`config.mk`:
```
export PLATFORM = sky130hd
export DESIGN_NAME = mc_seq_ctrl
export DESIGN_NICKNAME = d
export VERILOG_FILES = /design/src/rtl/mc_pkg.sv /design/src/rtl/mc_decode.sv /design/src/rtl/mc_seq_ctrl.sv
export SDC_FILE = /design/constraint.sdc
export NUM_CORES = 1
export LEC_CHECK = 0
export CORE_ASPECT_RATIO = 0.8
export CORE_MARGIN = 2
export CORE_UTILIZATION = 43
export CTS_CLUSTER_SIZE = 10
export DETAILED_ROUTE_END_ITERATION = 7
export PLACE_DENSITY = 0.95
export SLEW_MARGIN = 10
export SYNTH_ARGS = -nofsm -noshare
export SYNTH_HDL_FRONTEND = slang
export SYNTH_SLANG_ARGS = --single-unit
export TNS_END_PERCENT = 30
```
`constraint.sdc`:
```
create_clock -name clk -period 4 [get_ports clk]
set_input_delay 0.8 -clock clk [delete_from_list [all_inputs] [get_ports clk]]
set_output_delay 0.8 -clock clk [all_outputs]
set_load 0.02 [all_outputs]
```
`src/rtl/mc_pkg.sv`:
```
// rtl/mc_pkg.sv - shared encodings for the multi-cycle sequencer (optional MC_SEQ_CTRL_HALT_EN)
package mc_pkg;

    typedef enum logic [2:0] {
        S_IF   = 3'b000,
        S_ID   = 3'b001,
        S_EXE  = 3'b010,
        S_MEM  = 3'b011,
        S_WB   = 3'b100,
        S_HALT = 3'b101
    } state_e;

    // Instruction classes seen by the sequencer; selects come separately.
    typedef enum logic [3:0] {
        C_NOP  = 4'd0,
        C_RALU = 4'd1,
        C_IALU = 4'd2,
        C_LW   = 4'd3,
        C_SW   = 4'd4,
        C_BEQ  = 4'd5,
        C_BNE  = 4'd6,
        C_J    = 4'd7,
        C_JAL  = 4'd8,
        C_JR   = 4'd9,
        C_HALT = 4'd10
    } instr_cls_e;

    localparam logic [5:0] OP_RTYPE = 6'b000000;
    localparam logic [5:0] OP_J     = 6'b000010;
    localparam logic [5:0] OP_JAL   = 6'b000011;
    localparam logic [5:0] OP_BEQ   = 6'b000100;
    localparam logic [5:0] OP_BNE   = 6'b000101;
    localparam logic [5:0] OP_ADDI  = 6'b001000;
    localparam logic [5:0] OP_SLTI  = 6'b001010;
    localparam logic [5:0] OP_ANDI  = 6'b001100;
    localparam logic [5:0] OP_ORI   = 6'b001101;
    localparam logic [5:0] OP_LW    = 6'b100011;
    localparam logic [5:0] OP_SW    = 6'b101011;
    localparam logic [5:0] OP_HALT  = 6'b111111;

    localparam logic [5:0] FN_SLL   = 6'b000000;
    localparam logic [5:0] FN_JR    = 6'b001000;
    localparam logic [5:0] FN_ADD   = 6'b100000;
    localparam logic [5:0] FN_SUB   = 6'b100010;
    localparam logic [5:0] FN_AND   = 6'b100100;
    localparam logic [5:0] FN_OR    = 6'b100101;
    localparam logic [5:0] FN_SLT   = 6'b101010;

    localparam logic [4:0] ALU_ADD  = 5'd1;
    localparam logic [4:0] ALU_SUB  = 5'd2;
    localparam logic [4:0] ALU_AND  = 5'd3;
    localparam logic [4:0] ALU_OR   = 5'd4;
    localparam logic [4:0] ALU_SLT  = 5'd5;
    localparam logic [4:0] ALU_SLL  = 5'd6;

    localparam logic [1:0] BR_PC4   = 2'b00;
    localparam logic [1:0] BR_TGT   = 2'b01;
    localparam logic [1:0] BR_JMP   = 2'b10;
    localparam logic [1:0] BR_RS    = 2'b11;

endpackage

```
`src/rtl/mc_decode.sv`:
```
// rtl/mc_decode.sv - combinational op/func decoder (op 3F becomes HALT under MC_SEQ_CTRL_HALT_EN)
module mc_decode
    import mc_pkg::*;
(
    input  logic [5:0]  op_i,
    input  logic [5:0]  func_i,
    output instr_cls_e  cls_o,
    output logic [4:0]  alu_ctrl_o,
    output logic        alu_src_a_o,
    output logic        alu_src_b_o,
    output logic        reg_dst_o,
    output logic        extend_o,
    output logic        mem_to_reg_o
);

    // Decode class and datapath selects; anything unrecognised stays a NOP.
    always_comb begin
        cls_o        = C_NOP;
        alu_ctrl_o   = ALU_ADD;
        alu_src_a_o  = 1'b0;
        alu_src_b_o  = 1'b0;
        reg_dst_o    = 1'b0;
        extend_o     = 1'b1;
        mem_to_reg_o = 1'b0;
        case (op_i)
            OP_RTYPE: begin
                reg_dst_o = 1'b1;
                case (func_i)
                    FN_ADD: begin cls_o = C_RALU; alu_ctrl_o = ALU_ADD; end
                    FN_SUB: begin cls_o = C_RALU; alu_ctrl_o = ALU_SUB; end
                    FN_AND: begin cls_o = C_RALU; alu_ctrl_o = ALU_AND; end
                    FN_OR:  begin cls_o = C_RALU; alu_ctrl_o = ALU_OR;  end
                    FN_SLT: begin cls_o = C_RALU; alu_ctrl_o = ALU_SLT; end
                    FN_SLL: begin
                        cls_o       = C_RALU;
                        alu_ctrl_o  = ALU_SLL;
                        alu_src_a_o = 1'b1;
                    end
                    FN_JR:  begin cls_o = C_JR; reg_dst_o = 1'b0; end
                    default: reg_dst_o = 1'b0;
                endcase
            end
            OP_ADDI: begin cls_o = C_IALU; alu_src_b_o = 1'b1; end
            OP_SLTI: begin cls_o = C_IALU; alu_src_b_o = 1'b1; alu_ctrl_o = ALU_SLT; end
            OP_ANDI: begin
                cls_o = C_IALU; alu_src_b_o = 1'b1; alu_ctrl_o = ALU_AND; extend_o = 1'b0;
            end
            OP_ORI: begin
                cls_o = C_IALU; alu_src_b_o = 1'b1; alu_ctrl_o = ALU_OR; extend_o = 1'b0;
            end
            OP_LW: begin cls_o = C_LW; alu_src_b_o = 1'b1; mem_to_reg_o = 1'b1; end
            OP_SW: begin cls_o = C_SW; alu_src_b_o = 1'b1; end
            OP_BEQ: begin cls_o = C_BEQ; alu_ctrl_o = ALU_SUB; end
            OP_BNE: begin cls_o = C_BNE; alu_ctrl_o = ALU_SUB; end
            OP_J:   cls_o = C_J;
            OP_JAL: cls_o = C_JAL;
`ifdef MC_SEQ_CTRL_HALT_EN
            OP_HALT: cls_o = C_HALT;
`else
            OP_HALT: cls_o = C_NOP;
`endif
            default: cls_o = C_NOP;
        endcase
    end

endmodule

```
`src/rtl/mc_seq_ctrl.sv`:
```
// rtl/mc_seq_ctrl.sv - multi-cycle control sequencer top (HALT state gated by MC_SEQ_CTRL_HALT_EN)
module mc_seq_ctrl
    import mc_pkg::*;
(
    input  logic        clk,
    input  logic        rst,
    input  logic [5:0]  op,
    input  logic [5:0]  func,
    input  logic        zero,
    output logic        PCWre,
    output logic        IRWre,
    output logic        InstrMemRW,
    output logic        RegWrite,
    output logic        MemWrite,
    output logic        MemtoReg,
    output logic [4:0]  ALUControl,
    output logic [1:0]  Branch,
    output logic        ALUSrcA,
    output logic        ALUSrcB,
    output logic        RegDst,
    output logic        Extend,
    output logic        PCtoReg,
    output logic [2:0]  state
);

    state_e     state_q, state_d;
    instr_cls_e cls;
    logic [4:0] alu_ctrl;
    logic       alu_src_a, alu_src_b, reg_dst, extend, mem_to_reg;
    logic       pc_wre, ir_wre, reg_write, mem_write, pc_to_reg;
    logic [1:0] branch;

    mc_decode u_decode (
        .op_i         (op),
        .func_i       (func),
        .cls_o        (cls),
        .alu_ctrl_o   (alu_ctrl),
        .alu_src_a_o  (alu_src_a),
        .alu_src_b_o  (alu_src_b),
        .reg_dst_o    (reg_dst),
        .extend_o     (extend),
        .mem_to_reg_o (mem_to_reg)
    );

    // State register; reset parks the sequencer in IF.
    always_ff @(posedge clk or negedge rst) begin
        if (!rst) state_q <= S_IF;
        else      state_q <= state_d;
    end

    // Next state and state-qualified strobes; PCWre fires in the instruction's last state.
    always_comb begin
        state_d   = S_IF;
        pc_wre    = 1'b0;
        ir_wre    = 1'b0;
        reg_write = 1'b0;
        mem_write = 1'b0;
        pc_to_reg = 1'b0;
        branch    = BR_PC4;
        case (state_q)
            S_IF: begin
                ir_wre  = 1'b1;
                state_d = S_ID;
            end
            S_ID: begin
                case (cls)
                    C_J:    begin pc_wre = 1'b1; branch = BR_JMP; end
                    C_JAL:  begin
                        pc_wre = 1'b1; branch = BR_JMP; reg_write = 1'b1; pc_to_reg = 1'b1;
                    end
                    C_JR:   begin pc_wre = 1'b1; branch = BR_RS; end
                    C_NOP:  pc_wre = 1'b1;
                    C_HALT: state_d = S_HALT;
                    default: state_d = S_EXE;
                endcase
            end
            S_EXE: begin
                case (cls)
                    C_LW, C_SW: state_d = S_MEM;
                    C_BEQ: begin pc_wre = 1'b1; branch = zero ? BR_TGT : BR_PC4; end
                    C_BNE: begin pc_wre = 1'b1; branch = zero ? BR_PC4 : BR_TGT; end
                    default: state_d = S_WB;
                endcase
            end
            S_MEM: begin
                if (cls == C_LW) begin
                    state_d = S_WB;
                end else begin
                    mem_write = 1'b1;
                    pc_wre    = 1'b1;
                end
            end
            S_WB: begin
                reg_write = 1'b1;
                pc_wre    = 1'b1;
            end
            S_HALT: state_d = S_HALT;
            default: state_d = S_IF;
        endcase
    end

    // Reset forces every output low, independent of the clock.
    assign PCWre      = rst & pc_wre;
    assign IRWre      = rst & ir_wre;
    assign InstrMemRW = rst & ir_wre;
    assign RegWrite   = rst & reg_write;
    assign MemWrite   = rst & mem_write;
    assign PCtoReg    = rst & pc_to_reg;
    assign Branch     = rst ? branch : BR_PC4;
    assign MemtoReg   = rst & mem_to_reg;
    assign ALUControl = rst ? alu_ctrl : 5'd0;
    assign ALUSrcA    = rst & alu_src_a;
    assign ALUSrcB    = rst & alu_src_b;
    assign RegDst     = rst & reg_dst;
    assign Extend     = rst & extend;
    assign state      = state_q;

endmodule
```
==> results.yml, run 1 <==
timing:
  finalHoldWorstSlack_ps: 662
  clock.fmax_mhz: 259
  finalClockSkew_ps: 1.42
  finalSetupViolations: 0
  maxSlewViolCount: 0
  min_period_ps: 3870
  setup_ws_ps: 133
  min_period_over_period_pct: 96.7
  hold_viol_final: 0
global_route:
  grt_max_degree: 12
  grt_overflow_total: 0
  grt_pass1_wl_mm: 3.19
  met3_usage_pct: 4.01
  grt_usage_pct: 20.7
  top_usage_layer: "met2"
  use_met1_pct: 27.4
  antenna_found_initial: 0
  grt_pass1_vias: 765
  met2_usage_pct: 35.5
final_layout:
  layout_common_cells: "clkdlybuf4s50_1, nor2_1, nand2_1"
  final_common_cell: "clkdlybuf4s50_1"
  area_growth_pct: 48.6
  layout.nets: 147
  fin_area_um2: 1090
  largest_reg_flops: 3
  drive_gt1_share_pct: 9.16
  final_cells: 153
  n_antenna_cell: 0
worst_setup_path:
  crit_arrival_ps: 3070
  crit_path_end_kind: "output pin"
  critical_path_class: "in2out"
  max_stage_delay_ps: 600
  crit_path_cell_trace: "clkdlybuf4s50_1, nor3_4, nand3b_1, nor4b_1, o21a_1, clkdlybuf4s50_1"
  start_kind: "primary input"
  cp_max_fo: 11
  critPathRequiredTime_ps: 3200
  path_common_cell: "clkdlybuf4s50_1"
  cp_slowest_cell: "clkdlybuf4s50_1"
logic_synthesis:
  synth_edf_count: 0
  syn_area_um2: 731
  ys_async_sr_fraction_pct: 100
  syn_inst: 99
  synth_seq_cells: 3
  ys_seq_area_share_pct: 10.3
  syn_area_per_cell_um2: 7.38
  synth_warnings: 0
  synth_cell_type_count: 45
  yosys_most_used_dff: "dfrtp_1"
floorplan:
  fp.dieH_um: 40.9
  fp.dieW_um: 50.1
  io_pins: 36
  rows: 13
  core_region_area_um2: 1610
  initial_core_util_pct: 45.4
  die_area_um2: 2050
drt:
  wl_per_cell_um: 14.3
  ant_nets: 0
  drtPass1Iterations: 4
  vias: 914
  drt-vias-per-instance: 5.97
  wirelength_mm: 2.19
  dr.first_iter.drc_count: 22
  post-route-drc-count: 0
clocking:
  tritoncts: "yes"
  postCtsHoldBufs: 0
  cts_buffers: 3
  root_buffer: "clkbuf_4"
  clock-sinks: 3
  cts-htree-levels: 1
  clkSlewWorstSetupHoldPaths_ps: 40
  cts_setup_buffers: 0
  clkLatencyLatePin_ps: 230
  cts.repair.resized: 0
  clockBufferDepth: 2
place:
  pre_cts_slack_ps: 160
  placed_cell_area_um2: 1050
  hpwlAfterDp_mm: 1.60
  portBuffers: 33
  dp.cells: 149
  gp_congestion: 0.864
flow_run:
  cap_viol_max_count: 0
power:
  leakage_uw: 0.000428
  ir_worst_vdd_uv: 143
  powerDensity_nw_per_um2: 270
worst_hold_path:
  hold_path_class: "reg2reg"
status:
  status: "complete, no violations"
kinds of logic (layout without fill, tap and decap cells):
group | after synthesis | count (layout) | share of synthesized area, %
other | 1 | 2 | 0.513
buffers and inverters | 10 | 41 | 8.39
AND/OR/NAND/NOR | 54 | 54 | 46.9
XOR/XNOR | 2 | 2 | 2.40
multiplexers | 1 | 1 | 1.37
AO/OA/AOI/OAI | 28 | 28 | 30.1
flip-flops | 3 | 3 | 10.3
metrics by stage:
| stage | util (%) | setup TNS [ps] | total power, uW |
|---|---|---|---|
| floorplan | - | 0 | 162 |
| global placement | 65.4 | 0 | 228 |
| detailed placement | 65.4 | 0 | 234 |
| CTS | 67.1 | 0 | 290 |
| global route | 67.4 | -12.5 | 315 |
| finish | 67.4 | 0 | 293 |
metal layers:
metal	vias up	part of all wire [%]
met4	0	0
li1	443	-
met2	50	49
met5	-	0
met1	421	43
met3	0	8.5
where the power goes:
group / switching [uW] / internal, uW / total (uW)
logic: 90.9 / 88.7 / 180
registers: 20.5 / 38.5 / 59.1
clock network: 17.2 / 37.5 / 54.6
synthesized netlist by cell type (all sizes together), types with 3 or more instances:
library cell	n	area [um2]
nor2	7	26.3
buf	6	46.3
nand2	6	22.5
o21ai	6	30.0
and3	5	31.3
nand2b	5	31.3
nor3	5	35.0
a21oi	4	20.0
nand3	4	20.0
nand3b	4	30.0
nor2b	4	25.0
and4bb	3	37.5
dfrtp	3	75.1
nand4b	3	26.3
o21a	3	22.5
final cells by class:
| class | count | area (um2) |
|---|---|---|
| timing repair buffer | 35 | 345 |
| sequential | 3 | 75.1 |
| clock buffer | 4 | 26.3 |
| multi-input combinational | 87 | 604 |
| tap | 22 | 27.5 |
| inverter | 2 | 7.51 |
| fill | 120 | 524 |
worst paths after layout:
check,startpoint,end,slack [ps],depth (start not counted)
worst max register to register,state[0],state[1],2870,3
worst min-delay path,state[2],state[1],660,1
min in group asynchronous,rst,state[2],790,1
worst min register to register,state[2],state[1],660,1
worst max-delay path,op[2],ALUControl[1],130,6
max in group asynchronous,rst,state[0],3020,1
worst max-delay path, delay by kind of cell:
family / cells / cell delay [ps]
AOI/OAI and AO/OA: 1 / 180
and+or+nand+nor: 3 / 890
buffers and inverters: 2 / 1190
(Power assumes the default switching activity.)
==> run 2, diff against run 1 <==
--- a/config.mk
+++ b/config.mk
@@ -10,6 +10,7 @@
 export CORE_UTILIZATION = 43
 export CTS_CLUSTER_SIZE = 10
 export DETAILED_ROUTE_END_ITERATION = 7
+export HOLD_SLACK_MARGIN = 0.08
 export PLACE_DENSITY = 0.95
 export SLEW_MARGIN = 10
 export SYNTH_ARGS = -nofsm -noshare
==> results of run 2 <==
Final layout, timing and power as in run 1 (identical DEF).
